==> config.mk <==
export PLATFORM = sky130hd
export DESIGN_NAME = fp_to_int
export DESIGN_NICKNAME = d
export VERILOG_FILES = /design/src/rtl/fp_to_int_pkg.sv /design/src/rtl/fp_to_int_classify.sv /design/src/rtl/fp_to_int.sv
export SDC_FILE = /design/constraint.sdc
export NUM_CORES = 1
export LEC_CHECK = 0
export CELL_PAD_IN_SITES_DETAIL_PLACEMENT = 1
export CELL_PAD_IN_SITES_GLOBAL_PLACEMENT = 1
export CORE_MARGIN = 2
export CORE_UTILIZATION = 33
export CTS_CLUSTER_DIAMETER = 40
export CTS_CLUSTER_SIZE = 28
export DETAILED_ROUTE_END_ITERATION = 10
export HOLD_SLACK_MARGIN = 0.15
export PLACE_DENSITY_LB_ADDON = 0.12
export SETUP_SLACK_MARGIN = 0.1
export SLEW_MARGIN = 20
export SYNTH_ARGS = -nofsm -noshare
export SYNTH_HDL_FRONTEND = slang
export SYNTH_HIERARCHICAL = 1
export SYNTH_SLANG_ARGS = --single-unit
==> constraint.sdc <==
create_clock -name i_clk -period 3.6 [get_ports i_clk]
set_clock_uncertainty 0.05 [all_clocks]
set_input_delay 1.08 -clock i_clk [delete_from_list [all_inputs] [get_ports i_clk]]
set_output_delay 1.08 -clock i_clk [all_outputs]
set_load 0.1 [all_outputs]
==> src/rtl/fp_to_int_pkg.sv <==
// rtl/fp_to_int_pkg.sv - shared float classes, exception flags and integer limits for the converter.
// Build option FP2INT_ROUND_NEAREST_EN is consumed by fp_to_int.
package fp_to_int_pkg;

  typedef enum logic [1:0] {
    FPC_ZERO,
    FPC_NORMAL,
    FPC_INF,
    FPC_NAN
  } fp_class_t;

  typedef struct packed {
    logic invalid;
    logic overflow;
    logic inexact;
  } fp_flags_t;

  typedef enum logic [2:0] {
    ST_IDLE,
    ST_CLASSIFY,
    ST_SHIFT,
    ST_ROUND,
    ST_DONE
  } cvt_state_t;

  function automatic int exp_offset(input int nx);
    return (1 << (nx - 1)) - 1;
  endfunction

  // Wide patterns; callers slice the low NI bits.
  function automatic logic [127:0] int_max(input int ni);
    return (128'd1 << (ni - 1)) - 128'd1;
  endfunction

  function automatic logic [127:0] int_min(input int ni);
    return 128'd1 << (ni - 1);
  endfunction

  function automatic fp_flags_t make_flags(input logic inv, input logic ovf, input logic inx);
    fp_flags_t f;
    f.invalid  = inv;
    f.overflow = ovf;
    f.inexact  = inx;
    return f;
  endfunction

endpackage

==> src/rtl/fp_to_int_classify.sv <==
// rtl/fp_to_int_classify.sv - combinational IEEE754 classifier: class, sign and unbiased exponent.
module fp_to_int_classify
  import fp_to_int_pkg::*;
#(
  parameter int NX = 8,
  parameter int NM = 23
) (
  input  logic [NX+NM:0]     i_fp,
  output fp_class_t          o_class,
  output logic               o_sign,
  output logic signed [NX:0] o_exp
);

  localparam int            L_BIAS_I = exp_offset(NX);
  localparam logic [NX:0]   L_BIAS   = L_BIAS_I[NX:0];

  logic [NX-1:0] w_exp;
  logic [NM-1:0] w_mant;

  assign w_exp  = i_fp[NX+NM-1:NM];
  assign w_mant = i_fp[NM-1:0];
  assign o_sign = i_fp[NX+NM];
  assign o_exp  = $signed({1'b0, w_exp} - L_BIAS);

  always_comb begin
    o_class = FPC_NORMAL;
    if (&w_exp) begin
      o_class = (w_mant != '0) ? FPC_NAN : FPC_INF;
    end else if (w_exp == '0) begin
      o_class = FPC_ZERO;
    end
  end

endmodule

==> src/rtl/fp_to_int.sv <==
// rtl/fp_to_int.sv - iterative IEEE754 to signed integer converter with valid/ready handshakes.
// Define FP2INT_ROUND_NEAREST_EN for round-to-nearest-even; default truncates toward zero.
module fp_to_int
  import fp_to_int_pkg::*;
#(
  parameter int NX = 8,
  parameter int NM = 23,
  parameter int NI = 32
) (
  input  logic            i_clk,
  input  logic            i_rst_n,
  input  logic            i_in_valid,
  output logic            o_in_ready,
  input  logic [NX+NM:0]  i_in_fp,
  output logic            o_out_valid,
  input  logic            i_out_ready,
  output logic [NI-1:0]   o_out_int,
  output logic [2:0]      o_out_flags
);

  localparam int W  = NI + NM + 1;
  localparam int CW = $clog2(NI + 1);

  localparam logic [127:0]  L_MAX_WIDE = int_max(NI);
  localparam logic [127:0]  L_MIN_WIDE = int_min(NI);
  localparam logic [NI-1:0] L_INT_MAX  = L_MAX_WIDE[NI-1:0];
  localparam logic [NI-1:0] L_INT_MIN  = L_MIN_WIDE[NI-1:0];
  localparam logic [NI:0]   L_POS_LIM  = {1'b0, L_INT_MAX};
  localparam logic [NI:0]   L_NEG_LIM  = {1'b0, L_INT_MIN};

  cvt_state_t       r_state;
  logic [NX+NM:0]   r_fp;
  logic [W-1:0]     r_shreg;
  logic [CW-1:0]    r_cnt;
  logic             r_sign;
  logic             r_small;
  logic             r_guard_s;
  logic             r_sticky_s;
  logic             r_in_ready;
  logic             r_out_valid;
  logic [NI-1:0]    r_out_int;
  fp_flags_t        r_flags;

  fp_class_t          w_class;
  logic               w_sign;
  logic signed [NX:0] w_exp;
  int                 w_e_int;
  logic [NM-1:0]      w_mant;
  logic               w_ovf_cls;
  logic               w_small;
  logic [NI-1:0]      w_sat;

  fp_to_int_classify #(
    .NX (NX),
    .NM (NM)
  ) u_classify (
    .i_fp    (r_fp),
    .o_class (w_class),
    .o_sign  (w_sign),
    .o_exp   (w_exp)
  );

  assign w_mant    = r_fp[NM-1:0];
  assign w_e_int   = int'(w_exp);
  assign w_small   = (w_class == FPC_ZERO) || (w_e_int < 0);
  // Only -2^(NI-1) exactly survives an exponent of NI-1.
  assign w_ovf_cls = (w_e_int > NI - 1) ||
                     ((w_e_int == NI - 1) && !(w_sign && (w_mant == '0)));
  assign w_sat     = w_sign ? L_INT_MIN : L_INT_MAX;

  logic [NI:0]   w_mag;
  logic [NM-1:0] w_frac;
  logic          w_guard;
  logic          w_sticky;
  logic          w_inc;
  logic [NI:0]   w_mag_r;
  logic          w_ovf_r;
  logic [NI-1:0] w_neg;
  logic          w_inexact;

  assign w_mag     = r_shreg[W-1:NM];
  assign w_frac    = r_shreg[NM-1:0];
  assign w_guard   = r_small ? r_guard_s  : w_frac[NM-1];
  assign w_sticky  = r_small ? r_sticky_s : (|w_frac[NM-2:0]);
  assign w_inexact = w_guard | w_sticky;

`ifdef FP2INT_ROUND_NEAREST_EN
  assign w_inc = w_guard & (w_sticky | w_mag[0]);
`else
  assign w_inc = 1'b0;
`endif

  assign w_mag_r = w_mag + {{NI{1'b0}}, w_inc};
  assign w_ovf_r = r_sign ? (w_mag_r > L_NEG_LIM) : (w_mag_r > L_POS_LIM);
  assign w_neg   = '0 - w_mag_r[NI-1:0];

  always_ff @(posedge i_clk or negedge i_rst_n) begin
    if (!i_rst_n) begin
      r_state     <= ST_IDLE;
      r_fp        <= '0;
      r_shreg     <= '0;
      r_cnt       <= '0;
      r_sign      <= 1'b0;
      r_small     <= 1'b0;
      r_guard_s   <= 1'b0;
      r_sticky_s  <= 1'b0;
      r_in_ready  <= 1'b1;
      r_out_valid <= 1'b0;
      r_out_int   <= '0;
      r_flags     <= '0;
    end else begin
      case (r_state)
        ST_IDLE: begin
          if (i_in_valid) begin
            r_fp       <= i_in_fp;
            r_in_ready <= 1'b0;
            r_state    <= ST_CLASSIFY;
          end
        end

        ST_CLASSIFY: begin
          r_sign     <= w_sign;
          r_small    <= 1'b0;
          r_guard_s  <= 1'b0;
          r_sticky_s <= 1'b0;
          r_shreg    <= '0;
          if (w_class == FPC_NAN) begin
            r_out_int   <= L_INT_MAX;
            r_flags     <= make_flags(1'b1, 1'b0, 1'b0);
            r_out_valid <= 1'b1;
            r_state     <= ST_DONE;
          end else if (w_class == FPC_INF) begin
            r_out_int   <= w_sat;
            r_flags     <= make_flags(1'b1, 1'b0, 1'b0);
            r_out_valid <= 1'b1;
            r_state     <= ST_DONE;
          end else if (w_small) begin
            // Below one: the hidden bit is the guard only when e == -1.
            r_small    <= 1'b1;
            r_guard_s  <= (w_class == FPC_NORMAL) && (w_e_int == -1);
            r_sticky_s <= (w_mant != '0) ||
                          ((w_class == FPC_NORMAL) && (w_e_int != -1));
            r_state    <= ST_ROUND;
          end else if (w_ovf_cls) begin
            r_out_int   <= w_sat;
            r_flags     <= make_flags(1'b0, 1'b1, 1'b0);
            r_out_valid <= 1'b1;
            r_state     <= ST_DONE;
          end else begin
            r_shreg <= {{NI{1'b0}}, 1'b1, w_mant};
            r_cnt   <= w_exp[CW-1:0];
            r_state <= (w_e_int == 0) ? ST_ROUND : ST_SHIFT;
          end
        end

        ST_SHIFT: begin
          r_shreg <= {r_shreg[W-2:0], 1'b0};
          r_cnt   <= r_cnt - {{(CW-1){1'b0}}, 1'b1};
          if (r_cnt == {{(CW-1){1'b0}}, 1'b1}) begin
            r_state <= ST_ROUND;
          end
        end

        ST_ROUND: begin
          r_out_valid <= 1'b1;
          r_state     <= ST_DONE;
          if (w_ovf_r) begin
            r_out_int <= r_sign ? L_INT_MIN : L_INT_MAX;
            r_flags   <= make_flags(1'b0, 1'b1, 1'b0);
          end else begin
            r_out_int <= r_sign ? w_neg : w_mag_r[NI-1:0];
            r_flags   <= make_flags(1'b0, 1'b0, w_inexact);
          end
        end

        ST_DONE: begin
          if (i_out_ready) begin
            r_out_valid <= 1'b0;
            r_in_ready  <= 1'b1;
            r_state     <= ST_IDLE;
          end
        end

        default: begin
          r_state <= ST_IDLE;
        end
      endcase
    end
  end

  assign o_in_ready  = r_in_ready;
  assign o_out_valid = r_out_valid;
  assign o_out_int   = r_out_int;
  assign o_out_flags = r_flags;

endmodule
Word-level counts from Yosys, hierarchy flattened
Index checks and enable logic that the tools add are counted.
- bits in latches: 0
- input bits: 36
- output and inout bits: 37
- memories: 0
- RAM bits: 0
- bits in read-only memories: 0
- bits in registers: 138
- mux-type cells: 58
- equality and inequality tests: 20
- magnitude comparators: 4
- add/subtract/negate cells: 3
- reduce and logical (&&, ||, !) cells: 26
- shifts and indexed selects: 0
- bitwise gates (word level): 1
- multipliers: 0
- divide/modulo/power cells: 0
- operator list (operator ; number):
    $mux W32 ; 8
    $pmux W56 S2 ; 1
    $mux W24 ; 4
    $pmux W32 S2 ; 1
    $gt A33 B31 Y1 const B ; 1
    $gt A33 B32 Y1 const B ; 1
    $mux W3 ; 11
    $logic_not A32 Y1 ; 1
    $sub A1 B32 Y32 const A ; 1
    $mux W6 ; 4
    $logic_not A23 Y1 ; 1
    $reduce_bool A23 Y1 ; 1
    $mux W1 ; 22
    $reduce_or A22 Y1 ; 1
    $pmux W3 S5 ; 1
    $ne A2 B2 Y1 const B ; 7
    $pmux W6 S2 ; 1
    $eq A9 B1 Y1 const B ; 1
    $eq A9 B6 Y1 const B ; 1
    $gt A9 B6 Y1 const B ; 1
    $lt A9 B1 Y1 const B ; 1
    $ne A9 B1 Y1 const B ; 1
    $reduce_and A3 Y1 ; 3
    $sub A8 B7 Y9 const B ; 1
    other kinds (25) ; 36

Longest topological paths before layout
- depth after elaboration: 10
- mapped depth: 12
- mapped depth without buffers: 11

By module
The synthesis kept the hierarchy.
- by module, submodules not included (module ; cells an instance ; times used ; area an instance (um2)):
    fp_to_int ; 588 ; 1 ; 6536.3
    fp_to_int_classify ; 35 ; 1 ; 229.0

Worst setup path before layout
OpenSTA, ideal clock, no wires.
- path kind: reg2reg
- start: register r_fp[23]
- end: register r_out_int[12], in the netlist o_out_int[12]
- stages on the path, launching flop included: 12
- path slack: 0.977 ns
- period minus slack after synthesis: 2.623 ns
- setup time: 0.067 ns
- required time: 3.483 ns
- arrival time: 2.506 ns
- cells stage by stage: dfrtp_1 > ha_1 > nand4_1 > nor2_1 > a31oi_1 > nand2b_1 > or2_2 > a311oi_1 > or2_1 > buf_2 > clkbuf_1 > o22a_1
- RTL lines (item ; line ; RTL):
    start: declaration ; fp_to_int.sv:32 ; logic [NX+NM:0] r_fp;
    start signal: assignment ; fp_to_int.sv:115 ; r_fp <= i_in_fp;
    $reduce_and A8 Y1 * ; fp_to_int_classify.sv:27 ; if (&w_exp) begin
    $mux W2 * ; fp_to_int_classify.sv:27 ;
    named net w_class[1] ; fp_to_int.sv:44 ; fp_class_t w_class;
    $eq A2 B2 Y1 / $logic_not A2 Y1 (equally long branches) ; fp_to_int.sv:132, fp_to_int.sv:65 ;
    $mux W32 / $logic_or A1 B1 Y1 (equally long branches) ; fp_to_int.sv:132, fp_to_int.sv:65 ;
    $mux W32 / $ne A4 B4 Y1 (equally long branches) ; n/a ;
    $pmux W32 S2 / $reduce_and A3 Y1 (equally long branches) ; n/a ;
    end signal: assignment ; fp_to_int.sv:133 ; r_out_int <= w_sat;
    end signal: assignment ; fp_to_int.sv:145 ; r_out_int <= w_sat;
    end signal: assignment ; fp_to_int.sv:168 ; r_out_int <= r_sign ? L_INT_MIN : L_INT_MAX;
    end: declaration ; fp_to_int.sv:41 ; logic [NI-1:0] r_out_int;
Mark *: on every way through the listed nets, which the timed path passes. The rest lies on a longest branch.
A chain may end at the register's enable or synchronous reset.

Final worst setup path
- start: register r_fp[23]
- end: register r_out_int[16], in the netlist o_out_int[16]
Same word-level chain as after synthesis.

==> results.cfg <==
[outcome]
run_status = complete, no violations

[place]
placedCellCount = 925
io_buffers = 72
finalWeightedCongestion = 0.744
detailed_place_hpwl_mm = 12.2

[worst_setup_path]
worstPathCellList = ha_1 -> nand4_1 -> nor2_1 -> a31oi_1 -> nand2b_1 -> or2_2 -> a311oi_1 -> or2_1 -> o311ai_4 -> buf_4 -> o22a_1
crit_arrival_ns = 3.34
cp.required_ns = 3.86
worst-path-max-fanout = 31
timing.critical_path.slowest_stage_cell = dfrtp_1
critical_path.top_delay_family = simple AND/OR/NAND/NOR gates
worst-setup-path-type = reg -> reg
critPathMaxStageDelay_ns = 0.40
critical_path.n_buffers_inverters = 1
setup.reg_to_reg.worst_slack_ns = 0.52
timing.critical_path.to_type = flip-flop
cp_launch_type = flip-flop

[power]
power_density_nw_per_um2 = 1030
static-leakage-power_nw = 3.61
power.ir.vdd_worst_mv = 0.346

[timing]
worst_slew_margin_rel_pct = 33.4
fin_setup_tns_ns = 0
grt_setup_unrepaired = no
max_slew.worst_pin.slew_ns = 1.00
final_min_period_over_clock_period_pct = 85.4
max_clk_rate_mhz = 325
final_max_slew_viol_count = 0
final.min_clock_period_ns = 3.08
finalSetupViolations = 0
finalHoldViolations = 0

[synth]
synth.net_count = 665
yosys_reg_bits = 138
synthArstFlopShare_pct = 100
synth-seq-area-share_pct = 51.1
syn-cell-area_um2 = 6770
synth_enable_flop_cells = 0
synthesis.yosys.warnings = 6
ys.flop_type = dfrtp_1
syn-mean-instance-area_um2 = 10.9
post_synth_inst_count = 623
synth.lib_cells_used.distinct = 59

[grt]
first_global_vias = 5576
grt_overflow = 0
antenna_found_initial = 0
first_pass_grt_wire_length_mm = 29.4
grt_max_degree = 72
grt.total_usage_pct = 17.0

[die]
ios = 73
design.core.area_um2 = 20200
dieWidth_um = 147
starting_density_pct = 33.5
die_area_um2 = 21700
dieHeight_um = 147
placement_rows = 52

[clock_network]
clockBufferDepth = 2
cts_repair_resize_count = 0
tritoncts_clock_tree = built
clock_insertion_delay_worst_skew_ns = 0.44
ctsHtreeMaxLevel = 4
ctsRootBufferMaster = clkbuf_16
total_cts_buffers = 17
numClockSinks = 138
ctsHoldBuffers = 0
cts.repair_timing.setup_buffer_count = 0
clkSlewWorstSetupHoldPaths_ns = 0.06

[finish]
antenna-diode-count = 0
stdcell_count = 957
layout_commonest_cell = dfrtp_1
layout_cells_sized_above_1_pct = 18.8
area_delta_synth_final_pct = 21.7
most-common-layout-cells = 137 x dfrtp_1, 49 x buf_4, 35 x inv_1
final_nets = 716
layout.filler_cells = 2203

[route]
ant_nets = 0
detail_route.vias_per_cell = 5.52
routed_wire_length_per_instance_um = 18.4
drt_drc_violations_left = 0
drt_pass1_iterations = 9
num_vias = 5286
initial_detailed_routing_violation_count = 281
finalWirelength_mm = 17.6

[min_path]
hp-class = reg -> reg

[job]
max_capacitance_violation_total = 0
==> final cells by class <==
class | count | area (um^2) | area share (%)
flip-flops and latches | 138 | 3450 | 42.0
multi-input cells | 397 | 2990 | 36.3
repair buffers | 85 | 739 | 8.98
clock buffers | 17 | 425 | 5.17
well taps | 270 | 338 | 4.10
clock inverters | 15 | 155 | 1.89
inverters | 35 | 131 | 1.60
==> final timing paths <==
path | startpoint | endpoint | cells after the start
min in group asynchronous | i_rst_n | o_out_int[13] | 1
hold reg to reg | o_out_int[21] | o_out_int[21] | 1
max in group asynchronous | i_rst_n | o_out_int[0] | 3
setup / recovery | r_fp[23] | o_out_int[16] | 11
hold / removal | o_out_int[21] | o_out_int[21] | 1
setup reg to reg | r_fp[23] | o_out_int[16] | 11
==> registers in the layout (all words and copies together), names as in the netlist, 3 cells and up <==
signal / flops
o_out_int: 32
r_shreg: 56
r_state: 3
r_fp: 32
r_cnt: 6
o_out_flags: 3
==> cells in the mapped netlist (2+ instances only) <==
library cell / n / area share (%)
buf_1: 4 / 0.22
buf_2: 11 / 0.81
nand4_1: 12 / 1.1
a31oi_1: 5 / 0.46
or4_1: 7 / 0.78
or2_2: 2 / 0.18
o31ai_1: 11 / 1.2
nand3_1: 9 / 0.67
o21ai_0: 16 / 1.2
nor3_1: 32 / 2.4
mux2i_1: 3 / 0.44
nand2_1: 24 / 1.3
a32o_1: 2 / 0.30
or3_1: 4 / 0.37
o32ai_1: 2 / 0.26
ha_1: 6 / 1.1
inv_1: 35 / 1.9
nor2b_1: 3 / 0.28
a222oi_1: 22 / 3.3
o22ai_1: 2 / 0.18
nand4b_1: 2 / 0.26
nor4_2: 3 / 0.55
xor2_1: 31 / 4.0
and2_1: 2 / 0.18
xnor2_1: 6 / 0.78
o41ai_1: 8 / 1.0
and3_1: 2 / 0.18
dfrtp_1: 137 / 51
and4_1: 2 / 0.26
nor2_1: 30 / 1.7
o22a_1: 32 / 4.1
nand2b_1: 5 / 0.46
a22o_1: 32 / 4.1
nor4_1: 19 / 1.8
clkbuf_1: 37 / 2.1
a21oi_1: 8 / 0.59
mux2_2: 33 / 5.5
==> metrics by stage <==
| stage | cell area, um^2 | setup slack, ns | hold WS, ns | power [mW] | utilization, % |
|---|---|---|---|---|---|
| 3_3_place_gp | 7650 | 0.699 | 0.444 | 6.70 | 37.9 |
| 3_5_place_dp | 7650 | 0.577 | 0.440 | 6.80 | 37.9 |
| 4_1_cts | 8230 | 0.531 | 0.466 | 8.56 | 40.8 |
| 2_1_floorplan | 6770 | 0.977 | 0.413 | 5.68 | - |
| 6_report | 8230 | 0.524 | 0.458 | 8.45 | 40.8 |
| 5_1_grt | 8230 | 0.271 | 0.480 | 8.96 | 40.8 |
==> cell families (layout without fill, tap and decap cells) <==
| group | Yosys count | after routing | synth area share, % |
|---|---|---|---|
| compound gates | 151 | 151 | 18.1 |
| xor+xnor | 37 | 37 | 4.79 |
| fa+ha+maj | 6 | 6 | 1.11 |
| buf+inv | 88 | 152 | 5.14 |
| flops | 138 | 138 | 51.1 |
| mux | 36 | 36 | 5.94 |
| simple gates | 167 | 167 | 13.8 |
==> power breakdown <==
part	switching [mW]	internal [mW]	leakage, nW	total, mW
Sequential	0.560	2.11	1.72	2.67
Clock	0.751	0.974	0.279	1.73
Combinational	2.78	1.28	1.61	4.06
==> layer usage <==
metal / up-vias / routed length (um) / part of all wire, % / track usage [%]
met5: - / 0 / 0 / 0
met2: 94 / 9270 / 53 / 30.0
li1: 2451 / - / - / -
met4: 0 / 212 / 1.2 / 5.34
met1: 2723 / 7590 / 43 / 20.9
met3: 18 / 530 / 3.0 / 3.51
Note: power is estimated with default switching activity, not from simulation.
